### src/rtl/mem_lsu_pkg.sv
// Shared constants for the MEM-stage load/store unit: aluop codes, reset level,
// bus width, access-size encoding and the byte-lane select helper.
package mem_lsu_pkg;

  localparam int               RegBus    = 32;
  localparam logic             RstEnable = 1'b1;
  localparam logic [RegBus-1:0] ZeroWord = '0;

  localparam logic [7:0] EXE_LB_OP  = 8'b1110_0000;
  localparam logic [7:0] EXE_LBU_OP = 8'b1110_0100;
  localparam logic [7:0] EXE_LH_OP  = 8'b1110_0001;
  localparam logic [7:0] EXE_LHU_OP = 8'b1110_0101;
  localparam logic [7:0] EXE_LW_OP  = 8'b1110_0011;
  localparam logic [7:0] EXE_SB_OP  = 8'b1110_1000;
  localparam logic [7:0] EXE_SH_OP  = 8'b1110_1001;
  localparam logic [7:0] EXE_SW_OP  = 8'b1110_1011;
  localparam logic [7:0] EXE_LL_OP  = 8'b1111_0000;
  localparam logic [7:0] EXE_SC_OP  = 8'b1111_1000;

  typedef enum logic [1:0] {
    ACC_NONE = 2'd0,
    ACC_BYTE = 2'd1,
    ACC_HALF = 2'd2,
    ACC_WORD = 2'd3
  } acc_size_e;

  // Big-endian lane select: offset 0 addresses the most significant lane.
  function automatic logic [3:0] lane_sel(acc_size_e sz, logic [1:0] off);
    logic [3:0] sel;
    case (sz)
      ACC_BYTE: sel = 4'b1000 >> off;
      ACC_HALF: sel = off[1] ? 4'b0011 : 4'b1100;
      ACC_WORD: sel = 4'b1111;
      default:  sel = 4'b0000;
    endcase
    return sel;
  endfunction

endpackage

### src/rtl/mem_llbit_reg.sv
// LLbit register for LL/SC. Cleared by reset or pipeline flush; otherwise
// loaded with din when we is asserted.
module mem_llbit_reg (
  input  logic clk,
  input  logic rst,
  input  logic flush_i,
  input  logic we,
  input  logic din,
  output logic dout
);
  import mem_lsu_pkg::*;

  logic llbit_q;

  // Reset has priority over flush; a flush always kills the reservation.
  always_ff @(posedge clk) begin
    if (rst == RstEnable) begin
      llbit_q <= 1'b0;
    end else if (flush_i) begin
      llbit_q <= 1'b0;
    end else if (we) begin
      llbit_q <= din;
    end
  end

  assign dout = llbit_q;

endmodule

### src/rtl/mem_lsu.sv
// MEM-stage load/store unit: drives the byte-lane data RAM, aligns and
// extends load data, detects misaligned accesses and owns the MEM/WB register.
// Optional feature: define LLSC_EN to build the LLbit and conditional SC;
// without it LL acts as LW and SC always stores and returns 1.
module mem_lsu
  import mem_lsu_pkg::*;
(
  input  logic        clk,
  input  logic        rst,
  input  logic        stall_i,
  input  logic        flush_i,
  input  logic [7:0]  aluop_i,
  input  logic [4:0]  wd_i,
  input  logic        wreg_i,
  input  logic [31:0] wdata_i,
  input  logic [31:0] mem_addr_i,
  input  logic [31:0] reg2_i,
  input  logic [31:0] mem_data_i,
  output logic        mem_ce_o,
  output logic        mem_we_o,
  output logic [31:0] mem_addr_o,
  output logic [3:0]  mem_sel_o,
  output logic [31:0] mem_data_o,
  output logic        adel_o,
  output logic        ades_o,
  output logic [4:0]  wb_wd_o,
  output logic        wb_wreg_o,
  output logic [31:0] wb_wdata_o
);

  acc_size_e   acc_size;
  logic        is_load, is_store, is_sc, ld_signed;
  logic        misalign, active, sc_ok, access;
  logic [7:0]  byte_v;
  logic [15:0] half_v;
  logic [31:0] load_data, result;
  logic [4:0]  wb_wd_q, wb_wd_d;
  logic        wb_wreg_q, wb_wreg_d;
  logic [31:0] wb_wdata_q, wb_wdata_d;

  // Opcode decode into access size, direction and extension.
  always_comb begin
    acc_size  = ACC_NONE;
    is_load   = 1'b0;
    is_store  = 1'b0;
    is_sc     = 1'b0;
    ld_signed = 1'b0;
    case (aluop_i)
      EXE_LB_OP:  begin acc_size = ACC_BYTE; is_load = 1'b1; ld_signed = 1'b1; end
      EXE_LBU_OP: begin acc_size = ACC_BYTE; is_load = 1'b1; end
      EXE_LH_OP:  begin acc_size = ACC_HALF; is_load = 1'b1; ld_signed = 1'b1; end
      EXE_LHU_OP: begin acc_size = ACC_HALF; is_load = 1'b1; end
      EXE_LW_OP,
      EXE_LL_OP:  begin acc_size = ACC_WORD; is_load = 1'b1; end
      EXE_SB_OP:  begin acc_size = ACC_BYTE; is_store = 1'b1; end
      EXE_SH_OP:  begin acc_size = ACC_HALF; is_store = 1'b1; end
      EXE_SW_OP:  begin acc_size = ACC_WORD; is_store = 1'b1; end
      EXE_SC_OP:  begin acc_size = ACC_WORD; is_store = 1'b1; is_sc = 1'b1; end
      default:    ;
    endcase
  end

  assign misalign = ((acc_size == ACC_HALF) && mem_addr_i[0]) ||
                    ((acc_size == ACC_WORD) && (mem_addr_i[1:0] != 2'b00));
  assign active   = !stall_i && !flush_i;

`ifdef LLSC_EN
  logic llbit, ll_we, ll_din;

  // LL sets the reservation; a successful SC consumes it.
  assign ll_we  = active && !misalign &&
                  ((aluop_i == EXE_LL_OP) || (is_sc && llbit));
  assign ll_din = (aluop_i == EXE_LL_OP);
  assign sc_ok  = llbit;

  mem_llbit_reg u_llbit (
    .clk     (clk),
    .rst     (rst),
    .flush_i (flush_i),
    .we      (ll_we),
    .din     (ll_din),
    .dout    (llbit)
  );
`else
  assign sc_ok = 1'b1;
`endif

  // A failed SC behaves like an access that never reaches the RAM.
  assign access     = (is_load || is_store) && active && !misalign && !(is_sc && !sc_ok);
  assign mem_ce_o   = access;
  assign mem_we_o   = access && is_store;
  assign mem_addr_o = mem_addr_i;
  assign mem_sel_o  = access ? lane_sel(acc_size, mem_addr_i[1:0]) : 4'b0000;
  assign adel_o     = active && is_load && misalign;
  assign ades_o     = active && is_store && misalign;

  // Store data replicated across lanes so the RAM only needs the select.
  always_comb begin
    case (acc_size)
      ACC_BYTE: mem_data_o = {4{reg2_i[7:0]}};
      ACC_HALF: mem_data_o = {2{reg2_i[15:0]}};
      default:  mem_data_o = reg2_i;
    endcase
  end

  // Pick the addressed byte/half (big-endian) and extend to a word.
  always_comb begin
    case (mem_addr_i[1:0])
      2'b00:   byte_v = mem_data_i[31:24];
      2'b01:   byte_v = mem_data_i[23:16];
      2'b10:   byte_v = mem_data_i[15:8];
      default: byte_v = mem_data_i[7:0];
    endcase
    half_v = mem_addr_i[1] ? mem_data_i[15:0] : mem_data_i[31:16];
    case (acc_size)
      ACC_BYTE: load_data = ld_signed ? {{24{byte_v[7]}}, byte_v} : {24'd0, byte_v};
      ACC_HALF: load_data = ld_signed ? {{16{half_v[15]}}, half_v} : {16'd0, half_v};
      default:  load_data = mem_data_i;
    endcase
    if (is_load)    result = load_data;
    else if (is_sc) result = {31'd0, sc_ok};
    else            result = wdata_i;
  end

  // Next MEM/WB entry: bubble on stall/flush, write suppressed on misalign.
  always_comb begin
    wb_wd_d    = wd_i;
    wb_wreg_d  = wreg_i && !misalign;
    wb_wdata_d = result;
    if (!active) begin
      wb_wd_d    = 5'd0;
      wb_wreg_d  = 1'b0;
      wb_wdata_d = ZeroWord;
    end
  end

  // MEM/WB pipeline register.
  always_ff @(posedge clk) begin
    if (rst == RstEnable) begin
      wb_wd_q    <= 5'd0;
      wb_wreg_q  <= 1'b0;
      wb_wdata_q <= ZeroWord;
    end else begin
      wb_wd_q    <= wb_wd_d;
      wb_wreg_q  <= wb_wreg_d;
      wb_wdata_q <= wb_wdata_d;
    end
  end

  assign wb_wd_o    = wb_wd_q;
  assign wb_wreg_o  = wb_wreg_q;
  assign wb_wdata_o = wb_wdata_q;

endmodule

### config.mk
export PLATFORM = sky130hd
export DESIGN_NAME = mem_lsu
export DESIGN_NICKNAME = d
export VERILOG_FILES = /design/src/rtl/mem_lsu_pkg.sv /design/src/rtl/mem_llbit_reg.sv /design/src/rtl/mem_lsu.sv
export SDC_FILE = /design/constraint.sdc
export NUM_CORES = 1
export LEC_CHECK = 0
export ABC_AREA = 1
export CAP_MARGIN = 20
export CORE_ASPECT_RATIO = 0.75
export CORE_UTILIZATION = 30
export CTS_CLUSTER_DIAMETER = 60
export DETAILED_ROUTE_END_ITERATION = 7
export GPL_ROUTABILITY_DRIVEN = 0
export PLACE_DENSITY = 0.79
export SLEW_MARGIN = 40
export SYNTH_ARGS = -nofsm -noshare
export SYNTH_HDL_FRONTEND = slang
export SYNTH_SLANG_ARGS = --single-unit
### constraint.sdc
create_clock -name clk -period 2.59 [get_ports clk]
set_clock_uncertainty 0.2 [all_clocks]
set_input_delay 0.259 -clock clk [delete_from_list [all_inputs] [get_ports clk]]
set_output_delay 0.259 -clock clk [all_outputs]
set_load 0.01 [all_outputs]
==> flow_summary_export.csv <==
group,metric,value,unit
status,status,"finished clean",
clocking,path_clk_slew,0.06,ns
final_layout,final_util,58.0,%
setup_path,crit_path_start_kind,"input pin",
global_route,grt_pass1_vias,4090,
yosys,synth_seq_cells,38,
clocking,cts-root-buf,"clkbuf_16",
final_layout,final_common_cell,"nand2_1",
yosys,yosys.cell_types.count,28,
clocking,clkSinkCount,38,
setup_path,critPathMaxFanout,4,
clocking,cts_buffers,5,
final_layout,nets,891,
drt,drt_iter0_drc,258,
final_layout,seqCellArea,761,um2
drt,routed_wirelength,14000,um
setup_path,worstSetupPathType,"input pin to output port",
power,power.leakage,2.72,nW
floorplan,die_area,0.0107,mm2
timing,tightest_slew,0.664,ns
setup_path,worstSetupEndpointType,"output port",
final_layout,fin_cells,873,
drt,wire_per_inst,16.0,um
timing,finalSetupViolCount,0,
clocking,hold_buffers,0,
hold_path,hp-class,"input pin to flip-flop",
power,clockPowerShare,37.6,%
power,ir_worst_vdd,0.000248,V
floorplan,start_util,31.3,%
timing,whs,0.306,ns
place,dp_cells,844,
final_layout,fillers,902,
drt,ant_nets,0,
final_layout,area_growth,85.3,%
power,powerDensity,332,mW/mm2
place,dp_hpwl,10100,um
drt,via_per_inst,4.88,
drt,vias,4257,
timing,fmax,391,MHz
global_route,grt_pass1_wl,20500,um
power,swShare,26.4,%
run,cap_viol_max_count,0,
final_layout,layout_common_cells,"nand2_1, clkdlybuf4s50_1, buf_4, dfxtp_1, nor2_1",
global_route,grt_util_all_layers,24.3,%
floorplan,io_pins,256,
clocking,cts_max_path_buffers,2,
yosys,synth_nets,689,
timing,maxSlewViolCount,0,
timing,fin_crit,2.55,ns
timing,finalHoldViolCount,0,
global_route,grt_overflow,0,
place,io_buffers,195,
yosys,syn_avg_cell_area,5.70,um2
power,power_frac_seq,32.0,%
floorplan,die_w,119,um
global_route,grt_antenna_before_repair,0,
clocking,h-tree-depth,2,
global_route,grt_max_degree,37,
floorplan,placement_rows,31,
timing,relSlewSlack,55.6,%
clocking,cts_tree,"built",
setup_path,cp.arrival,2.10,ns
final_layout,diodes,0,
timing,tns,0,ns
yosys,synthCells,539,
power,switching_power,499,uW
drt,drcViolationCount,0,
final_layout,drive_above_1_share,26.3,%
floorplan,coreArea,0.00981,mm2
power,p_int,1.39,mW
drt,drtPass1Iterations,5,
yosys,yosysSeqAreaShare,24.8,%
yosys,synth_area,0.00307,mm2
setup_path,crit_required,2.13,ns
floorplan,die_h,89.7,um
power,p_comb_share,30.4,%
final_layout,multi_input_area,0.00212,mm2
timing,fin_crit_sh,98.6,%
yosys,synth_warnings,0,
==> flip-flops by register name, summed over array words and instances, names as in the netlist <==
register and flops:
wb_wdata_o 32, wb_wd_o 5, wb_wreg_o 1
==> what timing repair did <==
item | in CTS | in global routing
setup buffers | 10 | 10
resized for setup | 211 | 64
setup endpoints to repair | 64 | 64
pin swaps | 31 | 26
gates cloned | 2 | 1
==> metal layers <==
metal,up-vias,part of all wire (%),track usage [%]
met2,252,50,46.0
met1,1907,38,26.9
met4,0,3.9,9.90
met5,-,0,0
met3,62,7.6,5.49
li1,2036,-,-
==> path summary, 6_finish.rpt <==
kind	start	end	slack, ns	cells past startpoint
min	wd_i[2]	wb_wd_o[2]	0.31	3
max	aluop_i[3]	mem_sel_o[3]	0.04	14
==> cell usage after synthesis (all sizes together) <==
master	count	area, um2
o311ai	1	8.76
nor2	57	253
nand3b	1	7.51
a31oi	2	12.5
buf	55	412
clkbuf	5	18.8
o21bai	1	11.3
clkinv	2	7.51
o22ai	1	6.26
nand2	244	928
nand3	18	90.1
inv	38	143
ha	4	50.1
dfxtp	38	761
o211ai	1	7.51
a21oi	44	220
nand4	1	6.26
nor3	2	10.0
o21ai	24	120
==> logic make-up (layout without fill, tap and decap cells) <==
group,Yosys count,after routing,synth area share [%]
AND/OR/NAND/NOR,323,324,42.1
buffers and inverters,100,301,18.9
AO/OA/AOI/OAI,74,74,12.6
flip-flops,38,38,24.8
adder cells (fa/ha/maj),4,4,1.63
==> critical path, stage by stage <==
cell and delay, ns:
buf_4 0.14, nand2_4 0.07, inv_2 0.04, buf_4 0.13, o311ai_4 0.34, nand2_4 0.10, buf_6 0.13, ha_1 0.19
inv_1 0.09, a21oi_2 0.08, inv_2 0.10, nand3_4 0.10, nor2_1 0.16, buf_2 0.16
==> power groups by stage <==
stage / Sequential (mW) / Combinational (mW) / Clock (mW)
after detailed placement: 0.618 / 0.525 / 0
after global routing: 0.606 / 0.619 / 0.739
after global placement: 0.618 / 0.522 / 0
after CTS: 0.605 / 0.541 / 0.719
after floorplan: 0.627 / 0.230 / 0
final: 0.605 / 0.574 / 0.712
==> metrics by stage <==
stage | worst slack, ns | cell area [um2] | total power, mW
2_1_floorplan | 0.0220 | 3080 | 0.857
3_3_place_gp | -0.789 | 5050 | 1.14
3_5_place_dp | -0.856 | 5050 | 1.14
4_1_cts | 0.00378 | 5470 | 1.86
5_1_grt | -0.0323 | 5690 | 1.96
6_report | 0.0352 | 5690 | 1.89
==> layout make-up <==
| cell class | count | area share (%) |
|---|---|---|
| Timing Repair Buffer | 254 | 40.8 |
| Multi-Input combinational cell | 402 | 37.2 |
| Sequential cell | 38 | 13.4 |
| Tap cell | 132 | 2.90 |
| Inverter | 40 | 2.77 |
| Clock buffer | 6 | 2.44 |
| Clock inverter | 1 | 0.527 |
No activity file was read; power rests on OpenSTA's default activity.
